==> config.mk <==
export PLATFORM = sky130hd
export DESIGN_NAME = ooo_read_responder
export DESIGN_NICKNAME = d
export VERILOG_FILES = /design/src/rtl/ooo_resp_pkg.sv /design/src/rtl/ooo_resp_age_arb.sv /design/src/rtl/ooo_read_responder.sv
export SDC_FILE = /design/constraint.sdc
export NUM_CORES = 1
export LEC_CHECK = 0
export ABC_CLOCK_PERIOD_IN_PS = 2500
export CAP_MARGIN = 20
export CORE_AREA = 5 5 108 110
export CTS_BUF_LIST = sky130_fd_sc_hd__clkbuf_4
export CTS_CLUSTER_DIAMETER = 120
export DETAILED_ROUTE_END_ITERATION = 8
export DIE_AREA = 0 0 113 115
export HOLD_SLACK_MARGIN = 0.08
export PLACE_DENSITY = 0.71
export SYNTH_ARGS = -nofsm -noshare
export SYNTH_HDL_FRONTEND = slang
export SYNTH_SLANG_ARGS = --single-unit
export TNS_END_PERCENT = 50
==> constraint.sdc <==
create_clock -name clk -period 2.5 [get_ports clk]
set_input_delay 0.75 -clock clk [delete_from_list [all_inputs] [get_ports clk]]
set_output_delay 0.75 -clock clk [all_outputs]
set_load 0.005 [all_outputs]
==> src/rtl/ooo_resp_pkg.sv <==
// Shared types and helpers for the out-of-order read responder: slot record,
// default parameter values, response data formation and the latency LFSR step.
package ooo_resp_pkg;

   localparam int DEF_DATA_WIDTH = 8;
   localparam int DEF_ADDR_WIDTH = 8;
   localparam int DEF_ID_WIDTH   = 4;
   localparam int DEF_DEPTH      = 4;
   localparam int DEF_FIXED_LAT  = 2;
   localparam logic [3:0] DEF_LFSR_SEED = 4'h9;

   // Slot fields are sized for the widest supported ID/address; narrower
   // instances zero-extend on store.
   localparam int MAX_ID_W   = 16;
   localparam int MAX_ADDR_W = 32;
   localparam int CNT_W      = 4;

   typedef struct packed {
      logic                  valid;
      logic [MAX_ID_W-1:0]   id;
      logic [MAX_ADDR_W-1:0] addr;
      logic [CNT_W-1:0]      cnt;
   } slot_t;

   function automatic logic [MAX_ADDR_W-1:0] form_rdata(input logic [MAX_ADDR_W-1:0] addr,
                                                        input logic [MAX_ID_W-1:0]   id);
      return addr + MAX_ADDR_W'(id);
   endfunction

   // x^4 + x^3 + 1, period 15, never reaches zero from a nonzero seed
   function automatic logic [3:0] lfsr_next(input logic [3:0] s);
      return {s[2:0], s[3] ^ s[2]};
   endfunction

endpackage

==> src/rtl/ooo_resp_age_arb.sv <==
// Age matrix over the request slots plus oldest-eligible one-hot selection,
// where a ready slot is blocked by any older occupied slot with the same ID.
module ooo_resp_age_arb #(
   parameter int DEPTH = 4
) (
   input  logic                        clk,
   input  logic                        rst,
   input  logic [DEPTH-1:0]            alloc_i,
   input  logic [DEPTH-1:0]            occ_i,
   input  logic [DEPTH-1:0]            ready_i,
   input  logic [DEPTH-1:0][DEPTH-1:0] same_id_i,
   output logic [DEPTH-1:0]            grant_o
);

   // older_q[j][i] set means slot j was allocated before slot i
   logic [DEPTH-1:0][DEPTH-1:0] older_q, older_d;
   logic [DEPTH-1:0]            elig;

   always_comb begin
      older_d = older_q;
      for (int k = 0; k < DEPTH; k++) begin
         if (alloc_i[k]) begin
            for (int j = 0; j < DEPTH; j++) begin
               older_d[k][j] = 1'b0;
               older_d[j][k] = (j != k);
            end
         end
      end
   end

   always_comb begin
      // NOTE: every output of a combinational block gets a default first so no latch is inferred.
      elig    = '0;
      grant_o = '0;
      for (int i = 0; i < DEPTH; i++) begin
         elig[i] = occ_i[i] & ready_i[i];
         for (int j = 0; j < DEPTH; j++) begin
            if (occ_i[j] && older_q[j][i] && same_id_i[j][i]) elig[i] = 1'b0;
         end
      end
      for (int i = 0; i < DEPTH; i++) begin
         grant_o[i] = elig[i];
         for (int j = 0; j < DEPTH; j++) begin
            if (elig[j] && older_q[j][i]) grant_o[i] = 1'b0;
         end
      end
   end

   always_ff @(posedge clk) begin
      // NOTE: the age matrix is control state and is cleared; stale rows are masked by occupancy anyway.
      if (rst) older_q <= '0;
      else     older_q <= older_d;
   end

endmodule

==> src/rtl/ooo_read_responder.sv <==
// AXI-style read responder with DEPTH outstanding slots and out-of-order R return.
// Define OOO_RESP_LFSR_LATENCY_EN to draw per-request latency from a 4-bit LFSR.
module ooo_read_responder
   import ooo_resp_pkg::*;
#(
   parameter int         DATA_WIDTH = DEF_DATA_WIDTH,
   parameter int         ADDR_WIDTH = DEF_ADDR_WIDTH,
   parameter int         ID_WIDTH   = DEF_ID_WIDTH,
   parameter int         DEPTH      = DEF_DEPTH,
   parameter int         FIXED_LAT  = DEF_FIXED_LAT,
   parameter logic [3:0] LFSR_SEED  = DEF_LFSR_SEED
) (
   input  logic                  clk,
   input  logic                  rst,
   input  logic [ID_WIDTH-1:0]   s_arid_i,
   input  logic [ADDR_WIDTH-1:0] s_araddr_i,
   input  logic                  s_arvalid_i,
   output logic                  s_arready_o,
   output logic [DATA_WIDTH-1:0] s_rdata_o,
   output logic [ID_WIDTH-1:0]   s_rid_o,
   output logic                  s_rvalid_o,
   input  logic                  s_rready_i
);

   slot_t                       slot_q [DEPTH];
   slot_t                       slot_d [DEPTH];
   logic [3:0]                  lfsr_q, lfsr_d;
   logic                        rvalid_q, rvalid_d;
   logic [ID_WIDTH-1:0]         rid_q, rid_d;
   logic [DATA_WIDTH-1:0]       rdata_q, rdata_d;

   logic [DEPTH-1:0]            occ, ready, alloc_oh, grant;
   logic [DEPTH-1:0][DEPTH-1:0] same_id;
   logic                        ar_fire, r_load, found;
   logic [CNT_W-1:0]            lat;

   always_comb begin
      occ     = '0;
      ready   = '0;
      same_id = '0;
      for (int i = 0; i < DEPTH; i++) begin
         occ[i]   = slot_q[i].valid;
         ready[i] = slot_q[i].valid && (slot_q[i].cnt == '0);
         for (int j = 0; j < DEPTH; j++) same_id[j][i] = (slot_q[j].id == slot_q[i].id);
      end
   end

   assign s_arready_o = ~&occ;
   assign ar_fire     = s_arvalid_i & s_arready_o;

   always_comb begin
      alloc_oh = '0;
      found    = 1'b0;
      for (int i = 0; i < DEPTH; i++) begin
         if (!occ[i] && !found) begin
            alloc_oh[i] = ar_fire;
            found       = 1'b1;
         end
      end
   end

`ifdef OOO_RESP_LFSR_LATENCY_EN
   assign lat = lfsr_q;
`else
   assign lat = CNT_W'(FIXED_LAT);
`endif
   assign lfsr_d = ar_fire ? lfsr_next(lfsr_q) : lfsr_q;

   ooo_resp_age_arb #(.DEPTH(DEPTH)) u_age_arb (
      .clk       (clk),
      .rst       (rst),
      .alloc_i   (alloc_oh),
      .occ_i     (occ),
      .ready_i   (ready),
      .same_id_i (same_id),
      .grant_o   (grant)
   );

   // The R register is a one-entry skid: it refills whenever it is empty or draining.
   assign r_load = (~rvalid_q | s_rready_i) & (|grant);

   always_comb begin
      slot_d   = slot_q;
      rvalid_d = rvalid_q;
      rid_d    = rid_q;
      rdata_d  = rdata_q;
      if (s_rready_i) rvalid_d = 1'b0;
      for (int i = 0; i < DEPTH; i++) begin
         if (slot_q[i].valid && slot_q[i].cnt != '0) slot_d[i].cnt = slot_q[i].cnt - CNT_W'(1);
         if (r_load && grant[i]) begin
            slot_d[i].valid = 1'b0;
            rvalid_d        = 1'b1;
            rid_d           = slot_q[i].id[ID_WIDTH-1:0];
            rdata_d         = DATA_WIDTH'(form_rdata(slot_q[i].addr, slot_q[i].id));
         end
         if (alloc_oh[i]) begin
            slot_d[i] = '{valid: 1'b1,
                          id:    MAX_ID_W'(s_arid_i),
                          addr:  MAX_ADDR_W'(s_araddr_i),
                          cnt:   lat};
         end
      end
   end

   always_ff @(posedge clk) begin
      // NOTE: sequential state uses non-blocking assignments so every register samples pre-edge values.
      if (rst) begin
         for (int i = 0; i < DEPTH; i++) slot_q[i] <= '0;
         lfsr_q   <= LFSR_SEED;
         rvalid_q <= 1'b0;
         rid_q    <= '0;
         rdata_q  <= '0;
      end else begin
         slot_q   <= slot_d;
         lfsr_q   <= lfsr_d;
         rvalid_q <= rvalid_d;
         rid_q    <= rid_d;
         rdata_q  <= rdata_d;
      end
   end

   assign s_rvalid_o = rvalid_q;
   assign s_rid_o    = rid_q;
   assign s_rdata_o  = rdata_q;

endmodule

==> flow_metrics.env, run 1 <==
export IMPL_detailed_place_area_mm2=0.00601
export IMPL_postRouteAntennaNets=0
export IMPL_post_synth_top_count_cell="sky130_fd_sc_hd__nand2_1"
export IMPL_synthDistinctLibCells=56
export IMPL_path_delay_family="compound AO/OA/AOI/OAI gates"
export IMPL_timing_max_cap_violations=0
export IMPL_worst_ir_drop_vdd_uv=245
export IMPL_critical_path_class="reg -> reg"
export IMPL_final_max_slew_viol_count=0
export IMPL_fin_hold_ws_ps=487
export IMPL_combinational_fraction_of_design_power_pct=20.7
export IMPL_detailedPlacementHpwl_um=10800
export IMPL_synth_avg_cell_area_um2=8.04
export IMPL_fill_cells=934
export IMPL_switching_share_pct=31.2
export IMPL_cell_count_after_synthesis=646
export IMPL_yosys_most_used_dff="sky130_fd_sc_hd__dfxtp_1"
export IMPL_sequentialPowerShare_pct=53.0
export IMPL_cts_path_max_buffers=2
export IMPL_io_buffers=29
export IMPL_route_detailed_vias_per_inst=5.61
export IMPL_power_per_cell_area_mw_per_mm2=473
export IMPL_post_route_period_util_pct=111
export IMPL_die_w_um=113
export IMPL_floorplan_initialDensity_pct=49.0
export IMPL_synth_edff_count=0
export IMPL_worstSkewPairLatency_ps=470
export IMPL_syn_nets=690
export IMPL_drive_gt1_share_pct=22.5
export IMPL_final_nets=751
export IMPL_skew_ps=18.0
export IMPL_total_leakage_power_nw=2.45
export IMPL_area_delta_synth_final_pct=24.2
export IMPL_postRouteWirelength_um=14800
export IMPL_placed_cells_incl_taps=833
export IMPL_final_hold_violation_count=0
export IMPL_core_rowCount=38
export IMPL_first_global_vias=4723
export IMPL_synth_top_area_share_pct=35.8
export IMPL_total_power_mw=3.05
export IMPL_clk_pin_slew_worst_paths_ps=160
export IMPL_worstHoldPathType="reg -> reg"
export IMPL_gpl_final_weighted_congestion=1.00
export IMPL_num_vias=4783
export IMPL_grt_first_pass_wirelength_um=23500
export IMPL_fmax_achieved_mhz=360
export IMPL_io_pin_count=30
export IMPL_period_minus_slack_ps=2780
export IMPL_detail_route_first_pass_iterations=5
export IMPL_yosysWarningCount=0
export IMPL_run_status="complete, but fails checks"
export IMPL_gr_total_overflow=0
export IMPL_wire_length_per_cell_after_detailed_routing_um=17.4
export IMPL_synth_async_sr_flop_share_pct=0
export IMPL_clock_root_buffer="sky130_fd_sc_hd__clkbuf_4"
export IMPL_detailedRoute_firstIterationViolations=292
export IMPL_utilization_pct=60.9
export IMPL_unrepaired_setup_endpoints_after_global_routing="yes"
export IMPL_cp_slowest_stage_delay_ps=470
export IMPL_synth_area_leaders="sky130_fd_sc_hd__dfxtp_1 (36%), sky130_fd_sc_hd__nand2_1 (9.2%), sky130_fd_sc_hd__a21oi_1 (7.1%)"
export IMPL_place_ws_ps=-332
export IMPL_finalInstanceArea_mm2=0.00645
export IMPL_antenna_cells_inserted=0
export IMPL_start_kind="flip-flop"
export IMPL_grt_antenna_before_repair=0
export IMPL_drc=0
export IMPL_worst_setup_margin_ps=-275
export IMPL_cts_tree="built"
export IMPL_failed_checks="negative setup slack"
export IMPL_report_final_setup_viol=12
export IMPL_power_clock_fraction_pct=26.3
export IMPL_crit_arrival_ps=3170
export IMPL_number_of_synthesized_register_bits=93
export IMPL_synth_cell_area_mm2=0.00520
export IMPL_synth_largest_area_cell="sky130_fd_sc_hd__dfxtp_1"
export IMPL_fp_dieArea_mm2=0.0130
export IMPL_fin_setup_tns_ps=-2960
export IMPL_critical_path_maximum_fanout=6
export IMPL_worst_setup_path_end_kind="flip-flop"
export IMPL_slew_limit_headroom_pct=62.7
export IMPL_final_cells=852
export IMPL_timing_critical_path_cells="buf_6 > xnor2_4 > nand4_1 > o2bb2a_4 > and3_4 > a2111o_1 > nor2_4 > clkbuf_16 > nand2_1 > a31o_1 > a211oi_2"
export IMPL_worst_ep_required_time_ps=2900
export IMPL_core_area_mm2=0.0106
export IMPL_timing_worst_slew_pin_value_ps=559
export IMPL_grt_start_max_net_pins=55
export IMPL_numCtsBuffers=9
export IMPL_sequential_area_share_after_synthesis_pct=35.8
export IMPL_synth_common_cells="sky130_fd_sc_hd__nand2_1 (128), sky130_fd_sc_hd__dfxtp_1 (93), sky130_fd_sc_hd__a21oi_1 (74), sky130_fd_sc_hd__xor2_1 (33), sky130_fd_sc_hd__clkbuf_1 (29)"
export IMPL_dieHeight_um=115
export IMPL_cts_htree_levels=3
export IMPL_cts_hold_buffers_added=0
export IMPL_clock_sinks=93
export IMPL_p_sw_mw=0.951
export IMPL_worstPathBufferInverterCount=2
export IMPL_grtUsageTotal_pct=22.7
export IMPL_internal_power_mw=2.10
export IMPL_cpMaxStageDelayCell="sky130_fd_sc_hd__a2111o_1"
## registers in the layout, indices dropped and copies added (netlist names)
signal	cells
s_rvalid_o	1
occ	4
slot_q	64
s_rdata_o	8
s_rid_o	4
u_age_arb.older_q	12
## timing repair
item                                   in CTS  in global routing
gates resized for setup                    25                 46
setup buffers                               0                  2
cloned                                      0                  1
endpoints found under the hold margin       0                  0
setup endpoints to repair                  12                 13
pin swaps                                   5                 21
## path summary, 6_finish.rpt
check | depth (start not counted) | start | slack (ps) | endpoint
worst min register to register | 2 | u_age_arb.older_q[1] | 490 | u_age_arb.older_q[1]
worst max register to register | 11 | slot_q[36] | -280 | s_rdata_o[3]
worst max-delay path | 11 | slot_q[36] | -280 | s_rdata_o[3]
worst min-delay path | 2 | u_age_arb.older_q[1] | 490 | u_age_arb.older_q[1]
## cell families (layout without fill, tap and decap cells)
logic type,Yosys count,after routing,synth area share (%)
multiplexers,11,11,2.12
AND/OR/NAND/NOR,241,241,22.2
buffers and inverters,76,142,6.38
XOR/XNOR,59,59,9.94
AO/OA/AOI/OAI,138,138,16.2
flip-flops,93,93,35.8
adder cells (fa/ha/maj),28,28,7.32
## metal layers
layer / track usage (%) / vias to the layer above / routed length (µm)
met5: 0 / - / 0
met3: 5.00 / 30 / 952
met4: 7.21 / 0 / 344
li1: - / 2298 / -
met1: 28.1 / 2288 / 6270
met2: 39.3 / 167 / 7260
## placed cells by master, fill, tap and decap left out, types with 23 or more instances in the layout
| master | Yosys | layout |
|---|---|---|
| sky130_fd_sc_hd__xnor2_1 | 26 | 23 |
| sky130_fd_sc_hd__dfxtp_1 | 93 | 75 |
| sky130_fd_sc_hd__ha_1 | 24 | 24 |
| sky130_fd_sc_hd__a21oi_1 | 74 | 73 |
| sky130_fd_sc_hd__buf_4 | 3 | 65 |
| sky130_fd_sc_hd__clkdlybuf4s50_1 | 0 | 28 |
| sky130_fd_sc_hd__nor2_1 | 27 | 24 |
| sky130_fd_sc_hd__inv_1 | 26 | 26 |
| sky130_fd_sc_hd__nand2_1 | 128 | 128 |
| sky130_fd_sc_hd__xor2_1 | 33 | 25 |
## power by group through the flow
stage / registers, mW / logic [mW] / clock network (mW)
final: 1.62 / 0.632 / 0.802
after global routing: 1.63 / 0.681 / 0.889
after CTS: 1.62 / 0.583 / 0.819
after detailed placement: 1.65 / 0.576 / 0
after global placement: 1.64 / 0.561 / 0
after floorplan: 1.63 / 0.351 / 0
## worst register-to-register path: cells and delay by family (launching register included)
| kind | cells | cell delay (ps) |
|---|---|---|
| AOI/OAI and AO/OA | 4 | 1220 |
| xor gates and xnor gates | 1 | 160 |
| buffers and inverters | 2 | 310 |
| DFF | 1 | 400 |
| and+or+nand+nor | 4 | 630 |
## layout make-up
| cell class | instances | area, µm² | area share (%) |
|---|---|---|---|
| Clock inverter | 6 | 52.6 | 0.814 |
| Sequential cell | 93 | 1910 | 29.5 |
| Timing Repair Buffer | 100 | 890 | 13.8 |
| Tap cell | 140 | 175 | 2.71 |
| Clock buffer | 10 | 75.1 | 1.16 |
| Inverter | 26 | 97.6 | 1.51 |
| Multi-Input combinational cell | 477 | 3260 | 50.5 |
Note: power is estimated with default switching activity, not from simulation.
==> run 2: changes to the inputs <==
--- a/config.mk
+++ b/config.mk
@@ -14,6 +14,7 @@
 export DIE_AREA = 0 0 113 115
 export HOLD_SLACK_MARGIN = 0.08
 export PLACE_DENSITY = 0.71
+export RECOVER_POWER = 100
 export SYNTH_ARGS = -nofsm -noshare
 export SYNTH_HDL_FRONTEND = slang
 export SYNTH_SLANG_ARGS = --single-unit
==> run 2 against run 1 <==
The flow still finishes with violations (negative setup slack). Global-route usage did not move. Via count up 0.23%. Critical path depth is the same. Design area decreased by 0.66%. Non-clock buffer count unchanged. Highest routed layer unchanged.
==> flow_metrics.env, run 2 (synthesis gave the netlist of run 1 again) <==
export IMPL_run_status="complete, but fails checks"
export IMPL_failed_checks="negative setup slack"
export IMPL_first_global_vias=4723
export IMPL_fin_hold_ws_ps=488
export IMPL_cts_tree="built"
export IMPL_total_leakage_power_nw=2.45
export IMPL_regArea_mm2=0.00191
export IMPL_fmax_achieved_mhz=360
export IMPL_cts_hold_buffers_added=0
export IMPL_final_nets=751
export IMPL_gr_total_overflow=0
export IMPL_clk_pin_slew_worst_paths_ps=160
export IMPL_leading_cell_types_in_the_layout_fill_and_taps_excluded="sky130_fd_sc_hd__nand2_1 (128), sky130_fd_sc_hd__dfxtp_1 (75), sky130_fd_sc_hd__a21oi_1 (73)"
export IMPL_grt_antenna_before_repair=0
export IMPL_number_of_flip_flops_in_the_largest_register=64
export IMPL_grtUsageTotal_pct=22.7
export IMPL_critical_path_maximum_fanout=6
export IMPL_report_final_setup_viol=12
export IMPL_cts_htree_levels=3
export IMPL_finalInstanceArea_mm2=0.00641
export IMPL_io_buffers=29
export IMPL_fp_dieArea_mm2=0.0130
export IMPL_post_route_period_util_pct=111
export IMPL_drc=0
export IMPL_clock_sinks=93
export IMPL_worst_ir_drop_vdd_uv=241
export IMPL_grt_start_max_net_pins=55
export IMPL_numCtsBuffers=9
export IMPL_timing_worst_slew_pin_value_ps=1230
export IMPL_worst_ep_required_time_ps=2900
export IMPL_drive_gt1_share_pct=20.9
export IMPL_worst_setup_path_end_kind="flip-flop"
export IMPL_worstHoldPathType="reg -> reg"
export IMPL_slew_limit_headroom_pct=17.9
export IMPL_grt_first_pass_wirelength_um=23500
export IMPL_utilization_pct=60.5
export IMPL_startpoint_of_the_lowest_slack_register_to_register_path="slot_q[36]"
export IMPL_timing_critical_path_from="slot_q[36]"
export IMPL_antenna_cells_inserted=0
export IMPL_startpoint_of_the_tightest_hold_check_path="u_age_arb.older_q[1]"
export IMPL_detailedPlacementHpwl_um=10800
export IMPL_critical_path_class="reg -> reg"
export IMPL_num_vias=4794
export IMPL_clock_root_buffer="sky130_fd_sc_hd__clkbuf_4"
export IMPL_registers_top_by_ff_count="slot_q"
export IMPL_dieHeight_um=115
export IMPL_final_hold_violation_count=0
export IMPL_floorplan_initialDensity_pct=49.0
export IMPL_worstSkewPairLatency_ps=470
export IMPL_skew_ps=18.0
export IMPL_start_kind="flip-flop"
export IMPL_core_rowCount=38
export IMPL_core_area_mm2=0.0106
export IMPL_power_per_cell_area_mw_per_mm2=473
export IMPL_wire_length_per_cell_after_detailed_routing_um=17.4
export IMPL_postRouteAntennaNets=0
export IMPL_worst_setup_margin_ps=-277
export IMPL_route_detailed_vias_per_inst=5.63
export IMPL_fill_cells=940
export IMPL_timing_critical_path_cells="buf_6 > xnor2_4 > nand4_1 > o2bb2a_4 > and3_4 > a2111o_1 > nor2_4 > clkbuf_16 > nand2_1 > a31o_1 > a211oi_2"
export IMPL_detailedRoute_firstIterationViolations=349
export IMPL_layout_commonest_cell="sky130_fd_sc_hd__nand2_1"
export IMPL_multiInputGateArea_mm2=0.00325
export IMPL_io_pin_count=30
export IMPL_timing_max_cap_violations=0
export IMPL_detailed_place_area_mm2=0.00601
export IMPL_crit_arrival_ps=3180
export IMPL_gpl_final_weighted_congestion=1.00
export IMPL_detail_route_first_pass_iterations=4
export IMPL_die_w_um=113
export IMPL_period_minus_slack_ps=2780
export IMPL_cts_path_max_buffers=2
export IMPL_unrepaired_setup_endpoints_after_global_routing="yes"
export IMPL_postRouteWirelength_um=14800
export IMPL_final_max_slew_viol_count=0
export IMPL_cpMaxStageDelayCell="sky130_fd_sc_hd__a2111o_1"
export IMPL_cp_slowest_stage_delay_ps=480
export IMPL_area_delta_synth_final_pct=23.4
==> run 2: cell types whose count changed in the layout (fill, tap and decap cells not counted), sizes merged <==
cell,delta
dlygate4sd3,+14
dlymetal6s4s,+1
clkdlybuf4s50,-14
clkbuf,+8
buf,-9
==> run 2: metal layers <==
layer	share of wire, %	up-vias	global-route usage (%)	wire length, µm
met5	0	-	0	0
met4	2.0	0	7.21	294
met3	5.9	31	5.00	876
met2	49	160	39.3	7260
met1	43	2304	28.1	6380
li1	-	2299	-	-
==> run 2: where the power goes <==
group	switching, mW	internal, mW	total, mW
Combinational	0.317	0.297	0.614
Sequential	0.0659	1.55	1.62
Clock	0.569	0.236	0.804
==> run 2: final timing paths <==
| path | to | slack [ps] | depth (start not counted) |
|---|---|---|---|
| worst max-delay path | s_rdata_o[3] | -280 | 11 |
| worst min-delay path | u_age_arb.older_q[1] | 490 | 2 |
| worst max register to register | s_rdata_o[3] | -280 | 11 |
| worst min register to register | u_age_arb.older_q[1] | 490 | 2 |
==> run 2: cell type report <==
cell class	instances	share of cell area, %
Clock buffer	10	1.17
Clock inverter	6	0.820
Inverter	26	1.52
Multi-Input combinational cell	477	50.7
Sequential cell	93	29.7
Tap cell	140	2.73
Timing Repair Buffer	100	13.3
==> run 2: through the flow <==
stage / power, mW / TNS [ps] / instances / worst slack, ps
after floorplan: 1.98 / -431 / 646 / -97.2
after global placement: 2.21 / -2810 / 833 / -290
after detailed placement: 2.23 / -3290 / 833 / -332
after CTS: 3.02 / -2350 / 849 / -234
after global routing: 3.18 / -3930 / 852 / -368
final: 3.04 / -3010 / 852 / -277
==> run 2: repair_timing <==
action,in CTS,in global routing
pin swaps,5,21
buffers inserted,0,2
endpoints found under the setup margin,12,13
resized for setup,25,46
gates cloned,0,1
==> run 2: critical path, delay by kind of cell, from the launching register on <==
kind | cells | cell delay [ps]
AO/OA/AOI/OAI | 4 | 1230
AND/OR/NAND/NOR | 4 | 630
flip-flops | 1 | 390
buffers and inverters | 2 | 310
XOR/XNOR | 1 | 160
